<file path="src/rtl/musa_pkg.sv">
// Shared definitions for the MUSA core front end: word width, reset fetch
// address and the instruction-fetch state encoding.
package musa_pkg;

  localparam int unsigned WORD_W = 32;
  localparam logic [WORD_W-1:0] RESET_PC_DEFAULT = 32'h0000_0000;

  typedef enum logic {
    FETCH = 1'b0,
    DRAIN = 1'b1
  } fetch_state_e;

endpackage

</file>
<file path="src/rtl/return_stack.sv">
// Circular return-address stack with saturating occupancy and sticky
// overflow/underflow flags; the top entry is held in a register.
module return_stack
  import musa_pkg::*;
#(
  parameter int unsigned STACK_DEPTH = 8
) (
  input  logic              clk,
  input  logic              reset,
  input  logic              push,
  input  logic [WORD_W-1:0] push_addr,
  input  logic              pop,
  output logic [WORD_W-1:0] top,
  output logic              overflow,
  output logic              underflow
);

  localparam int unsigned PTR_W = $clog2(STACK_DEPTH);
  localparam int unsigned CNT_W = $clog2(STACK_DEPTH + 1);

  logic [WORD_W-1:0] mem [STACK_DEPTH];
  logic [PTR_W-1:0]  top_ptr_reg;
  logic [PTR_W-1:0]  ptr_up;
  logic [PTR_W-1:0]  ptr_dn;
  logic [CNT_W-1:0]  count_reg;
  logic [WORD_W-1:0] top_reg;
  logic              overflow_reg;
  logic              underflow_reg;
  logic              empty;
  logic              full;
  logic              do_push;
  logic              do_replace;
  logic              do_pop;

  assign ptr_up     = top_ptr_reg + PTR_W'(1);
  assign ptr_dn     = top_ptr_reg - PTR_W'(1);
  assign empty      = (count_reg == '0);
  assign full       = (count_reg == CNT_W'(STACK_DEPTH));
  // A simultaneous push/pop on an empty stack degenerates to a plain push.
  assign do_push    = push && (!pop || empty);
  assign do_replace = push && pop && !empty;
  assign do_pop     = pop && !push && !empty;

  always_ff @(posedge clk) begin
    if (do_push) begin
      mem[ptr_up] <= push_addr;
    end else if (do_replace) begin
      mem[top_ptr_reg] <= push_addr;
    end
  end

  always_ff @(posedge clk or negedge reset) begin
    if (!reset) begin
      top_ptr_reg   <= '0;
      count_reg     <= '0;
      top_reg       <= '0;
      overflow_reg  <= 1'b0;
      underflow_reg <= 1'b0;
    end else begin
      if (do_push) begin
        top_ptr_reg <= ptr_up;
        top_reg     <= push_addr;
        if (full) begin
          overflow_reg <= 1'b1;
        end else begin
          count_reg <= count_reg + CNT_W'(1);
        end
      end else if (do_replace) begin
        top_reg <= push_addr;
      end else if (do_pop) begin
        top_ptr_reg <= ptr_dn;
        count_reg   <= count_reg - CNT_W'(1);
        top_reg     <= (count_reg == CNT_W'(1)) ? '0 : mem[ptr_dn];
      end else if (pop && !push) begin
        underflow_reg <= 1'b1;
      end
    end
  end

  assign top       = top_reg;
  assign overflow  = overflow_reg;
  assign underflow = underflow_reg;

endmodule

</file>
<file path="src/rtl/if_stage.sv">
// MUSA instruction-fetch stage: program counter, memory request handshake,
// one-entry skid buffer, redirect drain and the return-address stack.
module if_stage
  import musa_pkg::*;
#(
  parameter logic [WORD_W-1:0] RESET_PC    = RESET_PC_DEFAULT,
  parameter int unsigned       STACK_DEPTH = 8
) (
  input  logic              clk,
  input  logic              reset,
  input  logic [WORD_W-1:0] next_pc,
  input  logic              redirect,
  input  logic              stall,
  input  logic              push,
  input  logic [WORD_W-1:0] push_addr,
  input  logic              pop,
  output logic              imem_req,
  output logic [WORD_W-1:0] imem_addr,
  input  logic              imem_ack,
  input  logic [WORD_W-1:0] imem_data,
  output logic [WORD_W-1:0] instr,
  output logic              instr_valid,
  output logic [WORD_W-1:0] pc,
  output logic [WORD_W-1:0] pc_1,
  output logic [WORD_W-1:0] stack,
  output logic              stack_overflow,
  output logic              stack_underflow
);

  fetch_state_e      state_reg;
  logic [WORD_W-1:0] fetch_pc_reg;
  logic [WORD_W-1:0] fetch_pc_next;
  logic              imem_req_reg;
  logic [WORD_W-1:0] imem_addr_reg;
  logic [WORD_W-1:0] instr_reg;
  logic              instr_valid_reg;
  logic [WORD_W-1:0] pc_reg;
  logic [WORD_W-1:0] pc_1_reg;
  logic              skid_valid_reg;
  logic              skid_valid_next;
  logic [WORD_W-1:0] skid_instr_reg;
  logic [WORD_W-1:0] skid_pc_reg;
  logic              ack_v;
  logic              req_hold;
  logic              out_free;
  logic              fetch_ack;

  assign ack_v     = imem_req_reg && imem_ack;
  assign req_hold  = imem_req_reg && !imem_ack;
  assign out_free  = !instr_valid_reg || !stall;
  // Only an ack in FETCH without a concurrent redirect carries a usable word.
  assign fetch_ack = (state_reg == FETCH) && ack_v && !redirect;

  always_comb begin
    fetch_pc_next = fetch_pc_reg;
    if (redirect) begin
      fetch_pc_next = next_pc;
    end else if (fetch_ack) begin
      fetch_pc_next = fetch_pc_reg + 32'd1;
    end

    skid_valid_next = skid_valid_reg;
    if (redirect) begin
      skid_valid_next = 1'b0;
    end else if (out_free) begin
      skid_valid_next = skid_valid_reg && fetch_ack;
    end else if (fetch_ack) begin
      skid_valid_next = 1'b1;
    end
  end

  always_ff @(posedge clk or negedge reset) begin
    if (!reset) begin
      state_reg       <= FETCH;
      fetch_pc_reg    <= RESET_PC;
      imem_req_reg    <= 1'b0;
      imem_addr_reg   <= RESET_PC;
      instr_reg       <= '0;
      instr_valid_reg <= 1'b0;
      pc_reg          <= RESET_PC;
      pc_1_reg        <= RESET_PC + 32'd1;
      skid_valid_reg  <= 1'b0;
      skid_instr_reg  <= '0;
      skid_pc_reg     <= '0;
    end else begin
      fetch_pc_reg   <= fetch_pc_next;
      skid_valid_reg <= skid_valid_next;

      case (state_reg)
        FETCH: if (redirect && req_hold) state_reg <= DRAIN;
        DRAIN: if (ack_v) state_reg <= FETCH;
        default: state_reg <= FETCH;
      endcase

      // An unanswered request is frozen; otherwise issue from the fetch PC.
      if (!req_hold) begin
        imem_req_reg  <= !skid_valid_next;
        imem_addr_reg <= fetch_pc_next;
      end

      if (redirect) begin
        instr_valid_reg <= 1'b0;
      end else if (out_free) begin
        if (skid_valid_reg) begin
          instr_reg       <= skid_instr_reg;
          pc_reg          <= skid_pc_reg;
          pc_1_reg        <= skid_pc_reg + 32'd1;
          instr_valid_reg <= 1'b1;
        end else if (fetch_ack) begin
          instr_reg       <= imem_data;
          pc_reg          <= imem_addr_reg;
          pc_1_reg        <= imem_addr_reg + 32'd1;
          instr_valid_reg <= 1'b1;
        end else begin
          instr_valid_reg <= 1'b0;
        end
      end

      if (fetch_ack && (!out_free || skid_valid_reg)) begin
        skid_instr_reg <= imem_data;
        skid_pc_reg    <= imem_addr_reg;
      end
    end
  end

  return_stack #(
    .STACK_DEPTH(STACK_DEPTH)
  ) u_return_stack (
    .clk      (clk),
    .reset    (reset),
    .push     (push),
    .push_addr(push_addr),
    .pop      (pop),
    .top      (stack),
    .overflow (stack_overflow),
    .underflow(stack_underflow)
  );

  assign imem_req    = imem_req_reg;
  assign imem_addr   = imem_addr_reg;
  assign instr       = instr_reg;
  assign instr_valid = instr_valid_reg;
  assign pc          = pc_reg;
  assign pc_1        = pc_1_reg;

endmodule

</file>
<file path="config.mk">
export PLATFORM = sky130hd
export DESIGN_NAME = if_stage
export DESIGN_NICKNAME = d
export VERILOG_FILES = /design/src/rtl/musa_pkg.sv /design/src/rtl/return_stack.sv /design/src/rtl/if_stage.sv
export SDC_FILE = /design/constraint.sdc
export NUM_CORES = 1
export LEC_CHECK = 0
export BUFFER_PORTS_ARGS = -buffer_cell sky130_fd_sc_hd__buf_2
export CAP_MARGIN = 25
export CORE_ASPECT_RATIO = 0.6
export CORE_MARGIN = 2
export CORE_UTILIZATION = 58
export CTS_BUF_LIST = sky130_fd_sc_hd__clkbuf_16
export DETAILED_ROUTE_END_ITERATION = 7
export GPL_ROUTABILITY_DRIVEN = 0
export GPL_TIMING_DRIVEN = 0
export PLACE_DENSITY = 0.79
export SYNTH_ARGS = -nofsm -noshare
export SYNTH_HDL_FRONTEND = slang
export SYNTH_SLANG_ARGS = --single-unit
</file>
<file path="constraint.sdc">
create_clock -name clk -period 4.6 [get_ports clk]
set_input_delay 0.92 -clock clk [delete_from_list [all_inputs] [get_ports clk]]
set_output_delay 0.92 -clock clk [all_outputs]
set_load 0.05 [all_outputs]
</file>
==> results of run 1 <==
## metal layers
metal,GRT usage,vias up,wire [um]
met5,0,-,0
met4,0.115,0,2180
met3,0.0500,122,4500
met2,0.432,701,26400
met1,0.470,7732,27400
li1,-,6544,-
## logic make-up after synthesis
logic type / after synthesis
buffers and inverters: 101
muxes: 247
adders and majority gates: 9
xor gates and xnor gates: 65
and+or+nand+nor: 424
DFF: 525
AOI/OAI and AO/OA: 208
## cells in the mapped netlist, types with 4 or more instances
master / instances
dfrtp_1: 268
edfxtp_1: 256
nand2_1: 174
nor2_1: 117
mux2i_1: 92
mux2_2: 86
a21oi_1: 78
mux4_2: 64
o21ai_0: 45
clkbuf_1: 39
buf_2: 35
xnor2_1: 34
o221ai_1: 33
xor2_1: 31
nand3_1: 24
nand4_1: 24
and3_1: 14
nor3_1: 13
inv_1: 12
o21ai_1: 9
ha_1: 8
buf_1: 7
nand2b_1: 6
nor2b_1: 6
nor4_1: 6
o31ai_1: 6
a31oi_1: 5
a221o_1: 4
and2_1: 4
buf_6: 4
mux2_1: 4
## area by class of cell
cell class                      count  area, sq um  area share
Clock inverter                     37          213     0.00815
Sequential cell                   525        14400       0.552
Multi-Input combinational cell    953         7550       0.289
Inverter                           12         45.0     0.00173
Clock buffer                       47         1180      0.0451
Antenna cell                        2         5.00    0.000192
Tap cell                          513          642      0.0246
Buffer                             89          430      0.0165
Timing Repair Buffer              279         1620      0.0620
## path summary, 6_finish.rpt
check,to,slack [ns],cells past startpoint
max in group asynchronous,pc[17]$_DFFE_PN0P_,3.33,2
worst max-delay path,u_return_stack.mem[7][5]$_DFFE_PP_,0.12,10
min in group clk,u_return_stack.overflow$_DFFE_PN0P_,0.47,1
worst min register to register,u_return_stack.overflow$_DFFE_PN0P_,0.47,1
worst max register to register,u_return_stack.mem[7][5]$_DFFE_PP_,0.12,10
worst min-delay path,u_return_stack.top[6]$_DFFE_PN0P_,0.27,1
## worst register-to-register path: cells and delay by family, from the launching register on
family / cells / cell delay [ns]
buffers and inverters: 6 / 2.18
and+or+nand+nor: 2 / 0.92
adders and majority gates: 1 / 0.42
DFF: 1 / 0.37
AOI/OAI and AO/OA: 1 / 0.27
## power groups by stage
stage	Clock (uW)	Sequential, uW	Combinational [uW]
3_3_place_gp	0	6600	5400
5_1_grt	3880	6650	6100
6_report	3660	6560	5780
2_1_floorplan	0	7780	2700
3_5_place_dp	0	6630	5730
4_1_cts	3700	6550	5750
## per-stage QoR
stage / cells / setup WS (ns) / total power (uW)
floorplan: 1579 / 0.733 / 10500
global route: 2455 / -0.0280 / 16600
finish: 2457 / 0.116 / 16000
detailed placement: 2366 / 0.238 / 12400
global placement: 2356 / -2.57 / 12000
CTS: 2450 / 0.122 / 16000
==> results.yml, run 1 <==
synthesis:
  ys_types: 79
  synth_mux_area_frac: 0.151
  synth_top_area_frac: 0.343
  ys_seq_area_frac: 0.644
  synth_compound_area_frac: 0.0597
  synthAdderAreaFrac: 0.00492
  synth_top_family_by_area: "multiplexers"
  synth_area_sq_um: 22400
  synthCells: 1579
  synth-xor-area-share: 0.0254
  synth-simple-area-share: 0.0931
  async_reset_ff_frac: 0.512
  synth_edf_count: 256
  ys_ff_latch: 525
  ys_warn_count: 0
  synth_area_leaders: "edfxtp_1, dfrtp_1, mux4_2, mux2_2, mux2i_1"
  synth_fp_nets: 1690
  ys.flop_type: "dfrtp_1"
  netlist.top_cell.by_area: "edfxtp_1"
  syn_avg_cell_area_sq_um: 14.2
route:
  drtPass1Iterations: 5
  num_vias: 15099
  drt_iter0_drc: 1886
  wl_per_cell_um: 24.6
  drc: 0
  wirelength_um: 60400
  ant_nets: 0
  routed_via_density: 6.15
sta:
  slew_headroom: 0.425
  fin_crit_sh: 0.975
  drv_slew: 0
  worst_pin_slew_ns: 0.862
  setup-tns-final_ns: 0
  setup_viol: 0
  hold_viol: 0
  period_needed_ns: 4.48
  fmax_mhz: 223
  whs_ns: 0.271
  skew_ns: 0.0205
worst_setup_path:
  crit_required_ns: 4.87
  arrival_ns: 4.76
  crit_path_end_kind: "flip-flop"
  cpPeakStageDelay_ns: 0.59
  crit_fanout: 19
  worstPathCellList: "clkbuf_1 > buf_2 > inv_1 > ha_1 > buf_2 > buf_1 > o21ai_0 > and2_1 > nor2_4 > buf_12"
  r2r-start: "u_return_stack.top_ptr_reg[0]$_DFFE_PN0P_"
  critPathBufInv: 6
  critPathTopFamily: "buffers and inverters"
  cp-startpoint: "u_return_stack.top_ptr_reg[0]$_DFFE_PN0P_"
  crit_path_frequent_cell: "buf_2"
  cp-start-kind: "flip-flop"
  path_class: "reg -> reg"
  cpMaxStageDelayCell: "buf_1"
power:
  p_leak_uw: 0.0104
  p_seq_frac: 0.410
  power.density_nw_per_um2: 613
  switching_share: 0.382
  pwr-share-comb: 0.361
  internal-power_uw: 9890
  ir_drop_mv: 0.425
  switchingPower_uw: 6110
  clkPwrFrac: 0.229
die:
  row_count: 55
  die_h_um: 156
  die_area_sq_um: 40200
  io-pin-count: 267
  initial_utilization: 0.591
  dieWidth_um: 258
  core_sq_um: 37800
final_layout:
  fin_nets: 2017
  final_common_cell: "buf_2"
  post-route-util: 0.690
  fillers: 2666
  drive_above_1_share: 0.295
  mostFrequentLayoutCells: "buf_2, dfrtp_1, edfxtp_1"
  top_register: "u_return_stack.mem"
  largest_reg_flops: 256
  final_cell_area_sq_um: 26100
  synthToLayoutAreaGrowth_pct: 16.6
place:
  place_area_sq_um: 24700
  portBuffers: 264
  dpl.hpwl_um: 42300
cts:
  cts_setup_buffers: 0
  ctsHoldBuffers: 0
  cts_resized: 0
  h-tree-depth: 2
  clk_pin_slew_ns: 0.07
  cts_buffer_depth: 3
  clockRootBuffer: "clkbuf_16"
  cts_buffers: 46
  clock-sinks: 525
  worstSkewPairLatency_ns: 0.57
  cts_tree: "built"
global_routing:
  gr-total-overflow: 0
  grt_start_max_net_pins: 118
  antenna_found_initial: 1
  grt_pass1_wl_um: 91200
  track_usage: 0.303
  grt_pass1_vias: 14860
run:
  maxCapViolCount: 0
outcome:
  status: "completed"
hold_path:
  hold_class: "in -> async"
Note: power is estimated with default switching activity, not from simulation.
==> inputs of run 2 (changes only) <==
CORE_UTILIZATION = 55   (was 58)
PLACE_DENSITY = 0.76   (was 0.79)
==> results.yml, run 2 (synthesis results as in run 1) <==
outcome:
  status: "completed"
cts:
  cts_buffer_depth: 3
  cts_setup_buffers: 0
  cts_resized: 0
  h-tree-depth: 2
  clk_pin_slew_ns: 0.07
  cts_buffers: 48
  clockRootBuffer: "clkbuf_16"
  ctsHoldBuffers: 0
  cts_tree: "built"
  clock-sinks: 525
  worstSkewPairLatency_ns: 0.57
sta:
  skew_ns: 0.0186
  fin_crit_sh: 0.913
  setup_viol: 0
  period_needed_ns: 4.20
  rsz0062_at_grt: "no"
  whs_ns: 0.316
  drv_slew: 0
  fmax_mhz: 238
  slew_headroom: 0.434
  worst_pin_slew_ns: 0.849
  setup-tns-final_ns: 0
  setup_ws_ns: 0.399
  hold_viol: 0
route:
  drt_iter0_drc: 1628
  num_vias: 15017
  highest_layer: "met4"
  wl_met3_um: 4620
  wl_met2_um: 26300
  routed_via_density: 6.07
  wirelength_um: 59700
  drc: 0
  drtPass1Iterations: 6
  wl_met1_um: 26700
  wl_per_cell_um: 24.1
  ant_nets: 0
final_layout:
  drive_above_1_share: 0.301
  final_common_cell: "buf_2"
  instances_no_fill: 2475
  mostFrequentLayoutCells: "buf_2, dfrtp_1, edfxtp_1"
  synthToLayoutAreaGrowth_pct: 17.1
  post-route-util: 0.651
  fin_nets: 2014
  top_register: "u_return_stack.mem"
  largest_reg_flops: 256
die:
  row_count: 57
  core_sq_um: 40300
  die_area_sq_um: 42400
  initial_utilization: 0.556
  dieWidth_um: 264
  io-pin-count: 267
  die_h_um: 160
global_routing:
  antenna_found_initial: 2
  grt_pass1_wl_um: 90300
  gr-total-overflow: 0
  grt_start_max_net_pins: 106
  grt_pass1_vias: 14917
  track_usage: 0.282
worst_setup_path:
  path_class: "reg -> reg"
  cpPeakStageDelay_ns: 0.58
  crit_path_frequent_cell: "buf_2"
  critPathTopFamily: "buffers and inverters"
  worstPathCellList: "clkbuf_1 > buf_2 > inv_1 > ha_1 > buf_2 > buf_1 > o21ai_0 > and2_1 > nor2_4 > buf_12"
  critPathBufInv: 6
  crit_path_end_kind: "flip-flop"
  crit_required_ns: 4.87
  cp-start-kind: "flip-flop"
  crit_fanout: 19
  cpMaxStageDelayCell: "nor2_4"
  arrival_ns: 4.47
place:
  dpl.hpwl_um: 41800
  place_worst_setup_slack_ns: 0.392
  portBuffers: 264
  dpl.cell_count: 2384
hold_path:
  hold_class: "in -> async"
power:
  ir_drop_mv: 0.343
  p_leak_uw: 0.0104
  power.density_nw_per_um2: 618
run:
  maxCapViolCount: 0
run 2: changes by cell type in the layout (fill, tap and decap cells not counted), moves of 2 or more:
| cell | previous run | this run |
|---|---|---|
| clkinv_2 | 6 | 13 |
| buf_4 | 7 | 3 |
| clkinvlp_4 | 5 | 8 |
| bufinv_16 | 1 | 4 |
| inv_1 | 23 | 14 |
| clkinv_4 | 0 | 2 |
| clkinv_1 | 12 | 9 |
run 2: final cells by class:
class	instances	area, sq um
Sequential cell	525	14400
Fill cell	2948	14100
Multi-Input combinational cell	953	7550
Timing Repair Buffer	274	1570
Clock buffer	48	1200
Tap cell	531	664
Buffer	89	430
Clock inverter	41	338
Inverter	12	45.0
Antenna cell	2	5.00
run 2: report_power, final:
group	switching [uW]	leakage, uW	internal [uW]
logic	3740	0.00411	1970
clock network	1790	0.000749	2150
registers	572	0.00555	5980
run 2: per-layer routing:
metal,vias to the layer above,GRT usage
li1,6533,-
met2,713,0.414
met4,0,0.0925
met5,-,0
met3,118,0.0492
met1,7653,0.430
run 2: worst register-to-register path, delay by kind of cell, from the launching register on:
kind | cells | cell delay (ns)
buf+inv | 6 | 2.01
simple gates | 2 | 0.92
fa+ha+maj | 1 | 0.38
flops | 1 | 0.36
compound gates | 1 | 0.22
run 2: per-stage QoR:
step	power (uW)	instance area, sq um
4_1_cts	16300	26200
5_1_grt	16900	26200
3_3_place_gp	12000	24400
3_5_place_dp	12300	24700
6_report	16200	26200
2_1_floorplan	10500	22400
run 2: worst paths after layout:
path / startpoint / depth (start not counted) / endpoint / slack, ns
worst max register to register: u_return_stack.top_ptr_reg[0]$_DFFE_PN0P_ / 10 / u_return_stack.mem[7][22]$_DFFE_PP_ / 0.40
min in group clk: u_return_stack.underflow$_DFFE_PN0P_ / 1 / u_return_stack.underflow$_DFFE_PN0P_ / 0.47
worst max-delay path: u_return_stack.top_ptr_reg[0]$_DFFE_PN0P_ / 10 / u_return_stack.mem[7][22]$_DFFE_PP_ / 0.40
max in group asynchronous: reset / 2 / instr[12]$_DFFE_PN0P_ / 3.31
worst min-delay path: reset / 1 / u_return_stack.top[22]$_DFFE_PN0P_ / 0.32
worst min register to register: u_return_stack.underflow$_DFFE_PN0P_ / 1 / u_return_stack.underflow$_DFFE_PN0P_ / 0.47
==> inputs of run 3 (changes only) <==
MAX_ROUTING_LAYER = met4   (was unset)
==> results.yml, run 3 (synthesis results as in run 1) <==
global_routing:
  grt_pass1_wl_um: 90400
  track_usage: 0.291
  gr-total-overflow: 0
  grt_start_max_net_pins: 106
  grt_pass1_vias: 14895
  antenna_found_initial: 2
sta:
  drv_slew: 0
  skew_ns: 0.0153
  worst_pin_slew_ns: 0.888
  setup-tns-final_ns: 0
  slew_headroom: 0.408
  hold_viol: 0
  fmax_mhz: 237
  setup_viol: 0
  fin_crit_sh: 0.916
  rsz0062_at_grt: "no"
  period_needed_ns: 4.21
worst_setup_path:
  path_class: "reg -> reg"
  crit_required_ns: 4.87
  cpMaxStageDelayCell: "nor2_4"
  critPathTopFamily: "buffers and inverters"
  crit_path_frequent_cell: "buf_2"
  worstPathCellList: "clkbuf_1 > buf_2 > inv_1 > ha_1 > buf_2 > buf_1 > o21ai_0 > and2_1 > nor2_4 > buf_12"
  r2r-start: "u_return_stack.top_ptr_reg[0]$_DFFE_PN0P_"
  cp-start-kind: "flip-flop"
  arrival_ns: 4.48
  crit_path_end_kind: "flip-flop"
  crit_fanout: 19
  cp-startpoint: "u_return_stack.top_ptr_reg[0]$_DFFE_PN0P_"
  r2r_slack_ns: 0.39
  cpPeakStageDelay_ns: 0.59
  critPathBufInv: 6
cts:
  ctsHoldBuffers: 0
  cts_buffers: 48
  clk_pin_slew_ns: 0.07
  worstSkewPairLatency_ns: 0.56
  clockRootBuffer: "clkbuf_16"
  cts_setup_buffers: 0
  h-tree-depth: 2
  cts_buffer_depth: 3
  cts_tree: "built"
  clock-sinks: 525
  cts_resized: 0
die:
  die_h_um: 160
  initial_utilization: 0.556
  dieWidth_um: 264
  die_area_sq_um: 42400
  core_sq_um: 40300
  row_count: 57
  io-pin-count: 267
route:
  drt_iter0_drc: 1431
  num_vias: 15009
  drc: 0
  routed_via_density: 6.07
  ant_nets: 0
  highest_layer: "met4"
  wl_met3_um: 4850
  wl_met2_um: 26100
  wl_per_cell_um: 24.1
  wl_met1_um: 26600
  drtPass1Iterations: 6
  wirelength_um: 59600
power:
  ir_drop_mv: 0.347
  power.density_nw_per_um2: 618
  p_leak_uw: 0.0104
final_layout:
  synthToLayoutAreaGrowth_pct: 17.1
  largest_reg_flops: 256
  mostFrequentLayoutCells: "buf_2, dfrtp_1, edfxtp_1"
  fin_nets: 2014
  drive_above_1_share: 0.301
  top_register: "u_return_stack.mem"
  fillers: 2947
  final_common_cell: "buf_2"
  final_cell_area_sq_um: 26200
  post-route-util: 0.651
outcome:
  status: "completed"
hold_path:
  hold_class: "in -> async"
place:
  portBuffers: 264
  place_area_sq_um: 24700
  dpl.hpwl_um: 41800
run:
  maxCapViolCount: 0
==> run 3: cell count changes in the layout (fill, tap and decap cells not counted) <==
cell     before  now
diode_2       2    1
==> run 3: area by class of cell <==
class | instances | area, sq um | share of cell area
Timing Repair Buffer | 274 | 1570 | 0.0598
Multi-Input combinational cell | 953 | 7550 | 0.288
Sequential cell | 525 | 14400 | 0.550
Tap cell | 531 | 664 | 0.0253
Buffer | 89 | 430 | 0.0164
Clock inverter | 41 | 338 | 0.0129
Inverter | 12 | 45.0 | 0.00172
Antenna cell | 1 | 2.50 | 0.0000954
Clock buffer | 48 | 1200 | 0.0458
==> run 3: final timing paths <==
check                                                        to  depth (start not counted)
min in group clk           u_return_stack.underflow$_DFFE_PN0P_                          1
min                          u_return_stack.top[22]$_DFFE_PN0P_                          1
max in group asynchronous                 instr[17]$_DFFE_PN0P_                          2
max reg2reg                 u_return_stack.mem[7][22]$_DFFE_PP_                         10
max                         u_return_stack.mem[7][22]$_DFFE_PP_                         10
min reg2reg                u_return_stack.underflow$_DFFE_PN0P_                          1
==> run 3: worst register-to-register path, stage by stage (launching register included) <==
cell,delay [ns]
dfrtp_1,0.36
clkbuf_1,0.30
buf_2,0.37
inv_1,0.19
ha_1,0.37
buf_2,0.34
buf_1,0.52
o21ai_0,0.22
and2_1,0.34
nor2_4,0.60
buf_12,0.29
==> run 3: routing by layer <==
layer / GRT usage / vias up
met5: - / -
met2: 0.414 / 707
met4: 0.0922 / 0
met3: 0.0470 / 127
met1: 0.433 / 7644
li1: - / 6531
==> run 3: power breakdown <==
part	internal, uW	switching [uW]
Sequential	5980	570
Combinational	1970	3740
Clock	2150	1790
==> run 3: metrics by stage <==
step                cells  total power (uW)  hold slack (ns)  setup slack (ns)
detailed placement   2384             12300            0.454             0.392
global placement     2374             12000            0.452             -2.47
floorplan            1579             10500            0.458             0.733
finish               2474             16200            0.316             0.388
global route         2474             16900            0.352            0.0972
CTS                  2473             16300            0.340             0.384
